===== config.mk =====
export PLATFORM = sky130hd
export DESIGN_NAME = wave_display_flat
export DESIGN_NICKNAME = d
export VERILOG_FILES = /design/src/rtl/wave_pkg.sv /design/src/rtl/wave_display_if.sv /design/src/rtl/wave_pixel_cmp.sv /design/src/rtl/wave_display.sv /design/src/flat_wrapper.sv
export SDC_FILE = /design/constraint.sdc
export NUM_CORES = 1
export LEC_CHECK = 0
export CAP_MARGIN = 20
export CORE_MARGIN = 1.5
export CORE_UTILIZATION = 30
export CTS_BUF_LIST = sky130_fd_sc_hd__clkbuf_4
export DETAILED_ROUTE_END_ITERATION = 16
export SLEW_MARGIN = 20
export SYNTH_ARGS = -nofsm -noshare
export SYNTH_HDL_FRONTEND = slang
export SYNTH_SLANG_ARGS = --single-unit

===== constraint.sdc =====
create_clock -name clk -period 6.8 [get_ports clk]
set_clock_uncertainty 0.05 [all_clocks]
set_input_delay 0.68 -clock clk [delete_from_list [all_inputs] [get_ports clk]]
set_output_delay 0.68 -clock clk [all_outputs]
set_load 0.02 [all_outputs]

===== src/rtl/wave_pkg.sv =====
// rtl/wave_pkg.sv - shared constants and types for wave_capture / wave_display
// Purpose: sample RAM geometry, window width, display FSM states and the
//          per-stage pipeline record used by wave_display.
// Ports: none (package).
package wave_pkg;

    localparam int SAMPLE_W   = 8;
    localparam int RAM_ADDR_W = 9;
    localparam int WIN_W      = 512;

    typedef enum logic {
        IDLE,
        DRAWING
    } state_e;

    // Per-pixel information carried alongside the RAM read.
    typedef struct packed {
        logic                in_window;
        logic [SAMPLE_W-1:0] y_half;     // y[8:1], one sample level per 2 rows
        logic                addr_chg;   // sample address moved on this pixel
        logic                line_start; // first column of the window
    } stage_t;

endpackage


===== src/rtl/wave_display_if.sv =====
// rtl/wave_display_if.sv - sample RAM read port between wave_display and the RAM/capture side
// Purpose: groups the buffer select, read address and read data of the shared
//          512x8 sample RAM.
// Signals: read_index   - buffer half most recently completed by wave_capture
//          read_address - {frame_index, sample[7:0]}
//          read_value   - synchronous read data, valid 1 cycle after read_address
// Modports: master (wave_display), slave (RAM / wave_capture side).
interface wave_display_if;
    import wave_pkg::*;

    logic                  read_index;
    logic [RAM_ADDR_W-1:0] read_address;
    logic [SAMPLE_W-1:0]   read_value;

    modport master (
        input  read_index,
        input  read_value,
        output read_address
    );

    modport slave (
        output read_index,
        output read_value,
        input  read_address
    );

endinterface


===== src/rtl/wave_pixel_cmp.sv =====
// rtl/wave_pixel_cmp.sv - stage-2 segment compare with previous-sample register
// Purpose: lights a pixel when the row's target level lies between the previous
//          and current sample, giving continuous vertical segments at steps.
// Ports: clk, reset          - clock, synchronous active-high reset
//        cur_sample_i        - sample returned by the RAM for this pixel
//        target_i            - sample level represented by this row
//        in_window_i         - pixel lies inside the waveform window
//        addr_changed_i      - sample address differs from the previous pixel
//        line_start_i        - first column of the window
//        lit_o               - waveform pixel lit (combinational)
module wave_pixel_cmp
    import wave_pkg::*;
(
    input  logic                clk,
    input  logic                reset,
    input  logic [SAMPLE_W-1:0] cur_sample_i,
    input  logic [SAMPLE_W-1:0] target_i,
    input  logic                in_window_i,
    input  logic                addr_changed_i,
    input  logic                line_start_i,
    output logic                lit_o
);

    logic [SAMPLE_W-1:0] prev_sample_q;
    logic [SAMPLE_W-1:0] prev_eff;
    logic [SAMPLE_W-1:0] lo;
    logic [SAMPLE_W-1:0] hi;

    // The last sample of the previous line must not join the first of this one.
    assign prev_eff = line_start_i ? cur_sample_i : prev_sample_q;
    assign lo       = (prev_eff < cur_sample_i) ? prev_eff : cur_sample_i;
    assign hi       = (prev_eff < cur_sample_i) ? cur_sample_i : prev_eff;
    assign lit_o    = in_window_i && (lo <= target_i) && (target_i <= hi);

    always_ff @(posedge clk) begin
        if (reset) begin
            prev_sample_q <= 8'h80;
        end else if (addr_changed_i || line_start_i) begin
            prev_sample_q <= cur_sample_i;
        end
    end

endmodule


===== src/rtl/wave_display.sv =====
// rtl/wave_display.sv - draws the captured waveform on the VGA raster
// Purpose: reads samples from the half of the sample RAM chosen at frame start,
//          and produces per-pixel colour with 2-cycle latency from x/y/valid.
//          Optional grid overlay: define WAVE_DISPLAY_GRID_EN.
// Ports: clk, reset         - clock, synchronous active-high reset
//        x, y, valid        - current VGA column/row, active-video flag
//        ram                - sample RAM read port (wave_display_if.master)
//        valid_pixel, r,g,b - pixel driven by this block and its colour
//        wave_display_idle  - high when not drawing the window (buffer flip allowed)
module wave_display
    import wave_pkg::*;
#(
    parameter int          X_START    = 256,
    parameter int          Y_HEIGHT   = 512,
    parameter logic [23:0] WAVE_COLOR = 24'hFFFFFF
) (
    input  logic          clk,
    input  logic          reset,
    input  logic [10:0]   x,
    input  logic [9:0]    y,
    input  logic          valid,
    wave_display_if.master ram,
    output logic          valid_pixel,
    output logic [7:0]    r,
    output logic [7:0]    g,
    output logic [7:0]    b,
    output logic          wave_display_idle
);

    localparam logic [10:0] X_LO   = 11'(X_START);
    localparam logic [10:0] X_LAST = 11'(X_START + WIN_W - 1);
    localparam logic [9:0]  Y_LAST = 10'(Y_HEIGHT - 1);
    localparam logic [9:0]  Y_END  = 10'(Y_HEIGHT);

    state_e                state_q, state_d;
    logic                  frame_index_q, frame_index_d;
    logic [RAM_ADDR_W-1:0] read_address_q, read_address_d;
    logic                  idle_q;
    stage_t                s0_q, s0_d, s1_q;
    logic                  valid_pixel_q, valid_pixel_d;
    logic [23:0]           rgb_q, rgb_d;

    logic [10:0]           col;
    logic                  in_window;
    logic                  frame_start;
    logic                  frame_end;
    logic [SAMPLE_W-1:0]   target;
    logic                  lit;

    assign col         = x - X_LO;
    assign in_window   = valid && (y < Y_END) && (x >= X_LO) && (x <= X_LAST);
    assign frame_start = valid && (y == '0) && (x == X_LO);
    assign frame_end   = (valid && (y == Y_LAST) && (x == X_LAST)) || (y >= Y_END);

    always_comb begin
        state_d       = state_q;
        frame_index_d = frame_index_q;
        case (state_q)
            IDLE: begin
                if (frame_start) begin
                    state_d       = DRAWING;
                    frame_index_d = ram.read_index;
                end
            end
            DRAWING: begin
                if (frame_end) begin
                    state_d = IDLE;
                end
            end
            default: state_d = IDLE;
        endcase
    end

    // frame_index_d already carries read_index on the frame-start pixel.
    always_comb begin
        s0_d            = '0;
        read_address_d  = {frame_index_d, col[8:1]};
        s0_d.in_window  = in_window;
        s0_d.y_half     = y[8:1];
        s0_d.addr_chg   = (read_address_d != read_address_q);
        s0_d.line_start = (col == '0);
    end

    assign target = 8'hFF - s1_q.y_half;

    wave_pixel_cmp u_cmp (
        .clk            (clk),
        .reset          (reset),
        .cur_sample_i   (ram.read_value),
        .target_i       (target),
        .in_window_i    (s1_q.in_window),
        .addr_changed_i (s1_q.addr_chg),
        .line_start_i   (s1_q.line_start),
        .lit_o          (lit)
    );

`ifdef WAVE_DISPLAY_GRID_EN
    logic grid_s0_q, grid_s1_q;

    always_ff @(posedge clk) begin
        if (reset) begin
            grid_s0_q <= 1'b0;
            grid_s1_q <= 1'b0;
        end else begin
            grid_s0_q <= (col[5:0] == '0) || (y[5:0] == '0);
            grid_s1_q <= grid_s0_q;
        end
    end
`endif

    always_comb begin
        valid_pixel_d = 1'b0;
        rgb_d         = '0;
        if (lit) begin
            valid_pixel_d = 1'b1;
            rgb_d         = WAVE_COLOR;
        end
`ifdef WAVE_DISPLAY_GRID_EN
        else if (s1_q.in_window && grid_s1_q) begin
            valid_pixel_d = 1'b1;
            rgb_d         = 24'h404040;
        end
`endif
    end

    always_ff @(posedge clk) begin
        if (reset) begin
            state_q        <= IDLE;
            frame_index_q  <= 1'b0;
            read_address_q <= '0;
            idle_q         <= 1'b1;
            s0_q           <= '0;
            s1_q           <= '0;
            valid_pixel_q  <= 1'b0;
            rgb_q          <= '0;
        end else begin
            state_q        <= state_d;
            frame_index_q  <= frame_index_d;
            read_address_q <= read_address_d;
            idle_q         <= (state_d == IDLE);
            s0_q           <= s0_d;
            s1_q           <= s0_q;
            valid_pixel_q  <= valid_pixel_d;
            rgb_q          <= rgb_d;
        end
    end

    assign ram.read_address  = read_address_q;
    assign valid_pixel       = valid_pixel_q;
    assign {r, g, b}         = rgb_q;
    assign wave_display_idle = idle_q;

endmodule


===== src/flat_wrapper.sv =====
// flat-port wrapper written by rule: the top's interface ports become plain ports
module wave_display_flat import wave_pkg::*;
#(
    parameter int          X_START    = 256,
    parameter int          Y_HEIGHT   = 512,
    parameter logic [23:0] WAVE_COLOR = 24'hFFFFFF
)
  (clk, reset, x, y, valid, valid_pixel, r, g, b, wave_display_idle, ram_read_index, ram_read_value, ram_read_address);
  wave_display_if ram_i ();
  input  logic clk;
  input  logic reset;
  input  logic [10:0] x;
  input  logic [9:0] y;
  input  logic valid;
  output logic valid_pixel;
  output logic [7:0] r;
  output logic [7:0] g;
  output logic [7:0] b;
  output logic wave_display_idle;
  input wire logic [$bits(ram_i.read_index)-1:0] ram_read_index;
  input wire logic [$bits(ram_i.read_value)-1:0] ram_read_value;
  output wire logic [$bits(ram_i.read_address)-1:0] ram_read_address;
  assign ram_i.read_index = ram_read_index;
  assign ram_i.read_value = ram_read_value;
  assign ram_read_address = ram_i.read_address;
  wave_display #(.X_START(X_START), .Y_HEIGHT(Y_HEIGHT), .WAVE_COLOR(WAVE_COLOR)) u_core (.clk(clk), .reset(reset), .x(x), .y(y), .valid(valid), .ram(ram_i), .valid_pixel(valid_pixel), .r(r), .g(g), .b(b), .wave_display_idle(wave_display_idle));
endmodule

==> flow_summary_export.csv, run 1 <==
group,metric,value,unit
layout,syn_to_final_growth,24.33,%
timing,clock.fmax,0.2344,GHz
synthesis,ys_types,36,
synthesis,synth_fa_ha_area_frac,0.1161,
layout,drive_gt1_frac,0.05199,
timing,hold_viol,0,
synthesis,yosys_warnings,0,
flow_run,cap_violations,0,
clock_network,cts.path.max_buffers,2,
timing,finalSetupViolCount,0,
detailed_routing,first_iter_violations,65,
synthesis,syn_inst,285,
clock_network,numCtsBuffers,5,
synthesis,synthTopCellsByArea,"dfxtp_1, ha_1, buf_4",
detailed_routing,ant_nets,0,
synthesis,synth_nets,341,
synthesis,synth_edf_count,0,
detailed_routing,post-route-drc-count,0,
power,power.leakage,1.236,nW
critical_path,r2r_end,"u_core.rgb_q[22]",
timing,setup_tns,0,ns
synthesis,synthMuxAreaShare,0.03685,
clock_network,postCtsHoldBufs,0,
layout,fill_cells,833,
power,seqPwrFrac,0.539,
floorplanning,core_region_area,7848,µm²
synthesis,ys_async_sr_fraction,0,
floorplanning,dieArea,8816,µm²
synthesis,yosys.area_share.xor_xnor,0.03534,
critical_path,cp-endpoint,"u_core.rgb_q[22]",
synthesis,avgSynthCellArea,8.697,µm²
critical_path,r2r_cells,14,
critical_path,r2r_slack,2.53,ns
clock_network,post_cts_buffers,0,
power,power_switching_share,0.2843,
layout,multi_input_area,1300,µm²
grt,grt_start_max_net_pins,43,
clock_network,cts_root_buffer,"clkbuf_4",
power,p_int,347.8,µW
clock_network,tritoncts,"yes",
critical_path,critPathArrivalTime,4.50,ns
synthesis,synth_flop_cell,"dfxtp_1",
timing,slew_headroom,0.4061,
critical_path,start_kind,"flop",
placed_design,port_buffers,67,
power,clock_power_share,0.233,
timing,rsz0062_at_grt,"false",
detailed_routing,firstDrtPassIters,4,
clock_network,insertion_delay,0.34,ns
layout,regArea,840.8,µm²
critical_path,required,7.03,ns
detailed_routing,wl,5.267,mm
power,vdd_drop_max,0.08372,mV
synthesis,yosys.area.top_type,"dfxtp_1",
layout,final_nets,382,
critical_path,worstSetupEndpointType,"flop",
timing,min_period,4.267,ns
grt,overflow,0,
floorplanning,die_width,93.90,µm
synthesis,synth_common_cells,"dfxtp_1, nor2b_1, buf_4, nand2_1",
floorplanning,ios,68,
grt,antenna_found_initial,0,
timing,finalMaxSlewViolations,0,
critical_path,reg2reg_from,"u_core.s1_q[0]",
synthesis,ys_seq_area_frac,0.3392,
floorplanning,die_y,93.90,µm
clock_network,clk_pin_slew_worst_paths,0.13,ns
timing,fin_crit_sh,0.6275,
placed_design,gp_congestion,0.7354,
synthesis,yosys.area_share.simple,0.2080,
floorplanning,start_util,0.3158,
critical_path,cp_max_fo,29,
detailed_routing,wl_per_cell,12.28,µm
layout,final_util,0.3927,
detailed_routing,vias,2008,
synthesis,synth_seq_cells,42,
grt,grt_pass1_wl,8.990,mm
timing,tightestPinTransition,0.8908,ns
critical_path,critPathKind,"flop to flop",
grt,grt_usage,0.1296,
clock_network,htree_levels,2,
layout,n_antenna_cell,0,
power,pwr-share-comb,0.228,
power,cellPowerDensity,157.7,nW/µm²
grt,grt_pass1_vias,1996,
detailed_routing,via_per_inst,4.681,
floorplanning,rows,32,
clock_network,cts.repair.resized,0,
synthesis,synth_top_cell_area_share,0.3392,
critical_path,startpoint,"u_core.s1_q[0]",
power,p_switching,138.2,µW
synthesis,synth_top_family_by_area,"simple AND/OR/NAND/NOR gates",
synthesis,netlist_area,2479,µm²
run_status,status,"finished, final reports clean",
synthesis,synth_compound_area_frac,0.1282,
clock_network,clkSinkCount,42,
hold_path,min_path_type,"flop to flop",
synthesis,synth.most_common_cell,"dfxtp_1",
placed_design,dp.final_hpwl,4.095,mm
## per-stage QoR
stage	hold slack (ns)	std cells	cell area (µm²)	total power [mW]	setup WS (ns)
2_1_floorplan	0.3638	285	2479	0.3352	3.395
3_3_place_gp	0.3667	421	3033	0.3762	2.401
3_5_place_dp	0.3720	421	3033	0.3785	2.271
4_1_cts	0.3877	429	3082	0.4950	2.536
5_1_grt	0.4081	429	3082	0.5196	2.088
6_report	0.3839	429	3082	0.4860	2.533
## sequential cells by signal, indices dropped and copies added, names as in the netlist
register	flops
u_core.ram.read_address	9
u_core.rgb_q	1
u_core.s0_q	11
u_core.s1_q	11
u_core.state_q	1
u_core.u_cmp.prev_sample_q	8
u_core.wave_display_idle	1
## critical path: stages, from the launching register on
cell	delay [ns]
dfxtp_1	0.85
mux2i_1	0.38
inv_1	0.08
ha_1	0.30
o211ai_1	0.08
o21ai_1	0.21
a211o_1	0.75
or2b_1	0.30
mux2_2	0.23
ha_1	0.14
nor2b_1	0.04
o211ai_1	0.15
a21oi_1	0.09
a2111oi_0	0.38
o22a_1	0.18
## power by group through the flow
stage | Combinational, mW | Sequential [mW] | Clock [mW]
final | 0.111 | 0.262 | 0.113
after global routing | 0.125 | 0.264 | 0.131
after floorplan | 0.0660 | 0.269 | 0
after global placement | 0.109 | 0.268 | 0
after detailed placement | 0.111 | 0.268 | 0
after CTS | 0.112 | 0.262 | 0.121
## logic make-up (layout without fill, tap and decap cells)
logic type / after synthesis / after routing
muxes: 9 / 9
AOI/OAI and AO/OA: 51 / 51
DFF: 42 / 42
adders and majority gates: 23 / 23
and+or+nand+nor: 93 / 93
buffers and inverters: 57 / 99
xor gates and xnor gates: 10 / 10
## cell type report
type	instances	area share
inverters	23	0.02801
repair buffers	68	0.2201
clock inverters	3	0.003654
flip-flops and latches	42	0.2728
well taps	102	0.04141
multi-input cells	186	0.4218
clock buffers	5	0.01218
## layout by cell type, fill, tap and decap left out, types with 3 or more instances in the layout
cell / synthesis / routed
clkdlybuf4s50_1: 0 / 67
dfxtp_1: 42 / 42
nor2b_1: 28 / 28
nand2_1: 25 / 25
inv_1: 23 / 23
ha_1: 23 / 23
a21oi_1: 14 / 14
o21ai_0: 11 / 11
nor2_1: 11 / 11
mux2i_1: 8 / 8
xor2_1: 8 / 8
o21ai_1: 7 / 7
o21ai_2: 7 / 7
nand4_1: 7 / 7
nor4_1: 7 / 7
clkbuf_4: 0 / 5
o211ai_1: 3 / 3
nor3_1: 3 / 3
nand3_1: 3 / 3
clkinv_1: 0 / 3
## how the worst min path moves through the flow
| stage | cells after the start | endpoint | startpoint |
|---|---|---|---|
| CTS | 1 | u_core.s1_q[1] | u_core.s0_q[1] |
| global route | 1 | u_core.s1_q[1] | u_core.s0_q[1] |
| global placement | 1 | u_core.s1_q[0] | u_core.s0_q[0] |
| finish | 1 | u_core.s1_q[1] | u_core.s0_q[1] |
| floorplan | 1 | u_core.s1_q[0] | u_core.s0_q[0] |
| detailed placement | 1 | u_core.s1_q[0] | u_core.s0_q[0] |
## per-layer routing
layer	wire, µm	vias to the layer above	GRT usage	share of wire
li1	-	1030	-	-
met1	2328	903	0.1496	0.44
met2	2495	66	0.2301	0.47
met3	349	9	0.03560	0.066
met4	93	0	0.04229	0.018
met5	0	-	0	0
No activity file was read; power rests on OpenSTA's default activity.
==> run 2, diff against run 1 <==
clock period = 3.6 ns   (was 6.8 ns; I/O delays follow)
==> run 2 against run 1 <==
Compared with the run above: via count increased by 2.0%; fmax increased by 26%; clock-buffer cell count unchanged; final cell count increased by 3.5%; global-route usage decreased by 0.060 points; final area increased by 5.1%; sequential cell count unchanged; combinational power increased by 100%; die area unchanged; non-clock buffer count increased by 16; sequential power increased by 89%; routed wire length increased by 1.4%; largest power group unchanged.
==> flow_summary_export.csv, run 2 (synthesized netlist as in run 1, its figures left out) <==
group,metric,value,unit
placed_design,port_buffers,67,
timing,slew_headroom,0.5568,
placed_design,place_area,3166,µm²
floorplanning,core_region_area,7848,µm²
critical_path,critPathKind,"flop to flop",
power,p_int,739.7,µW
grt,grt_usage,0.1290,
critical_path,reg2reg_from,"u_core.s1_q[0]",
layout,final_nets,398,
clock_network,cts.path.max_buffers,2,
placed_design,place_ws,-0.03313,ns
detailed_routing,firstDrtPassIters,4,
floorplanning,die_width,93.90,µm
detailed_routing,ant_nets,0,
critical_path,critPathArrivalTime,3.62,ns
detailed_routing,via_per_inst,4.615,
grt,grt_pass1_vias,2053,
critical_path,r2r_end,"u_core.rgb_q[22]",
clock_network,postCtsHoldBufs,0,
critical_path,start_kind,"flop",
hold_path,min_path_type,"flop to flop",
detailed_routing,post-route-drc-count,0,
timing,min_period,3.375,ns
timing,tightestPinTransition,0.6638,ns
floorplanning,start_util,0.3158,
layout,layout_commonest_cell,"clkdlybuf4s50_1",
power,pwr-share-comb,0.222,
timing,fin_crit_sh,0.9374,
grt,grt_start_max_net_pins,43,
floorplanning,rows,32,
detailed_routing,wl_per_cell,12.03,µm
layout,syn_to_final_growth,30.64,%
clock_network,insertion_delay,0.35,ns
timing,finalSetupViolCount,0,
clock_network,htree_levels,2,
floorplanning,dieArea,8816,µm²
clock_network,clkSinkCount,42,
clock_network,cts_root_buffer,"clkbuf_4",
run_status,status,"finished, final reports clean",
critical_path,r2r_slack,0.23,ns
hold_path,hold_depth,1,
layout,final_util,0.4126,
clock_network,numCtsBuffers,5,
detailed_routing,wl,5.341,mm
hold_path,worstHoldStart,"u_core.s0_q[0]",
timing,hold_viol,0,
timing,clock.fmax,0.2963,GHz
placed_design,dp.final_hpwl,4.204,mm
detailed_routing,first_iter_violations,51,
placed_design,gp_congestion,0.8675,
critical_path,required,3.84,ns
floorplanning,die_y,93.90,µm
clock_network,clk_pin_slew_worst_paths,0.12,ns
grt,overflow,0,
power,clock_power_share,0.289,
detailed_routing,vias,2049,
flow_run,cap_violations,0,
layout,final_cell_area,3238,µm²
timing,holdWs,0.3997,ns
grt,grt_pass1_wl,9.032,mm
power,power.leakage,1.325,nW
timing,final.setup.worst_slack,0.2255,ns
power,p_switching,270.9,µW
timing,setup_tns,0,ns
layout,drive_gt1_frac,0.09942,
grt,antenna_found_initial,0,
power,cellPowerDensity,312.1,nW/µm²
clock_network,tritoncts,"yes",
critical_path,r2r_cells,15,
power,vdd_drop_max,0.1610,mV
critical_path,worstSetupEndpointType,"flop",
power,power_switching_share,0.2680,
power,seqPwrFrac,0.489,
critical_path,startpoint,"u_core.s1_q[0]",
critical_path,cp_max_fo,18,
layout,final_cell_mix,"clkdlybuf4s50_1, dfxtp_1, nor2b_1",
floorplanning,ios,68,
timing,finalMaxSlewViolations,0,
layout,n_antenna_cell,0,
hold_path,holdPathEnd,"u_core.s1_q[0]",
==> run 2: layout make-up <==
cell class / count / area (µm²)
fill: 806 / 4609
tap: 102 / 127.6
inverter: 23 / 86.33
multi-input combinational: 186 / 1301
clock buffer: 5 / 37.54
clock inverter: 2 / 33.78
timing repair buffer: 84 / 810.8
sequential: 42 / 840.8
==> run 2: what timing repair did <==
item | in CTS | in global routing
resized for setup | 0 | 1
endpoints found under the setup margin | 0 | 1
buffers inserted | 0 | 0
==> run 2: power groups by stage <==
stage,Sequential [mW],Clock [mW],Combinational (mW)
detailed placement,0.506,0,0.223
finish,0.495,0.292,0.224
global placement,0.505,0,0.218
floorplan,0.508,0,0.125
CTS,0.495,0.301,0.224
global route,0.497,0.315,0.254
==> run 2: critical path, stage by stage, from the launching register on <==
cell and delay, ns:
dfxtp_1 0.38, buf_12 0.17, mux2i_1 0.25, inv_1 0.07, ha_1 0.27, o211ai_1 0.18, o21ai_1 0.12, a211o_1 0.38
buf_4 0.22, nand2_1 0.08, o21ai_2 0.05, ha_1 0.29, a21oi_1 0.16, nor2_1 0.07, a2111oi_1 0.42, o22a_1 0.18
==> run 2: per-stage QoR <==
step | power [mW] | instances
3_5_place_dp | 0.7284 | 437
6_report | 1.011 | 444
4_1_cts | 1.020 | 444
3_3_place_gp | 0.7237 | 437
5_1_grt | 1.066 | 444
2_1_floorplan | 0.6332 | 285
==> run 2: how the worst max path moves through the flow <==
stage	end	slack, ns	cells past startpoint
after floorplan	u_core.rgb_q[22]	0.20	17
after global placement	u_core.rgb_q[22]	0.02	15
after detailed placement	u_core.rgb_q[22]	-0.03	15
after CTS	u_core.rgb_q[22]	0.17	15
after global routing	u_core.rgb_q[22]	-0.01	15
final	u_core.rgb_q[22]	0.23	15
==> run 2: per-layer routing <==
metal,GRT usage,routed length (µm),part of all wire,up-vias
met2,0.2337,2531,0.47,67
met1,0.1473,2401,0.45,908
li1,-,-,-,1065
met3,0.02832,314,0.059,9
met5,0,0,0,-
met4,0.04726,93,0.017,0
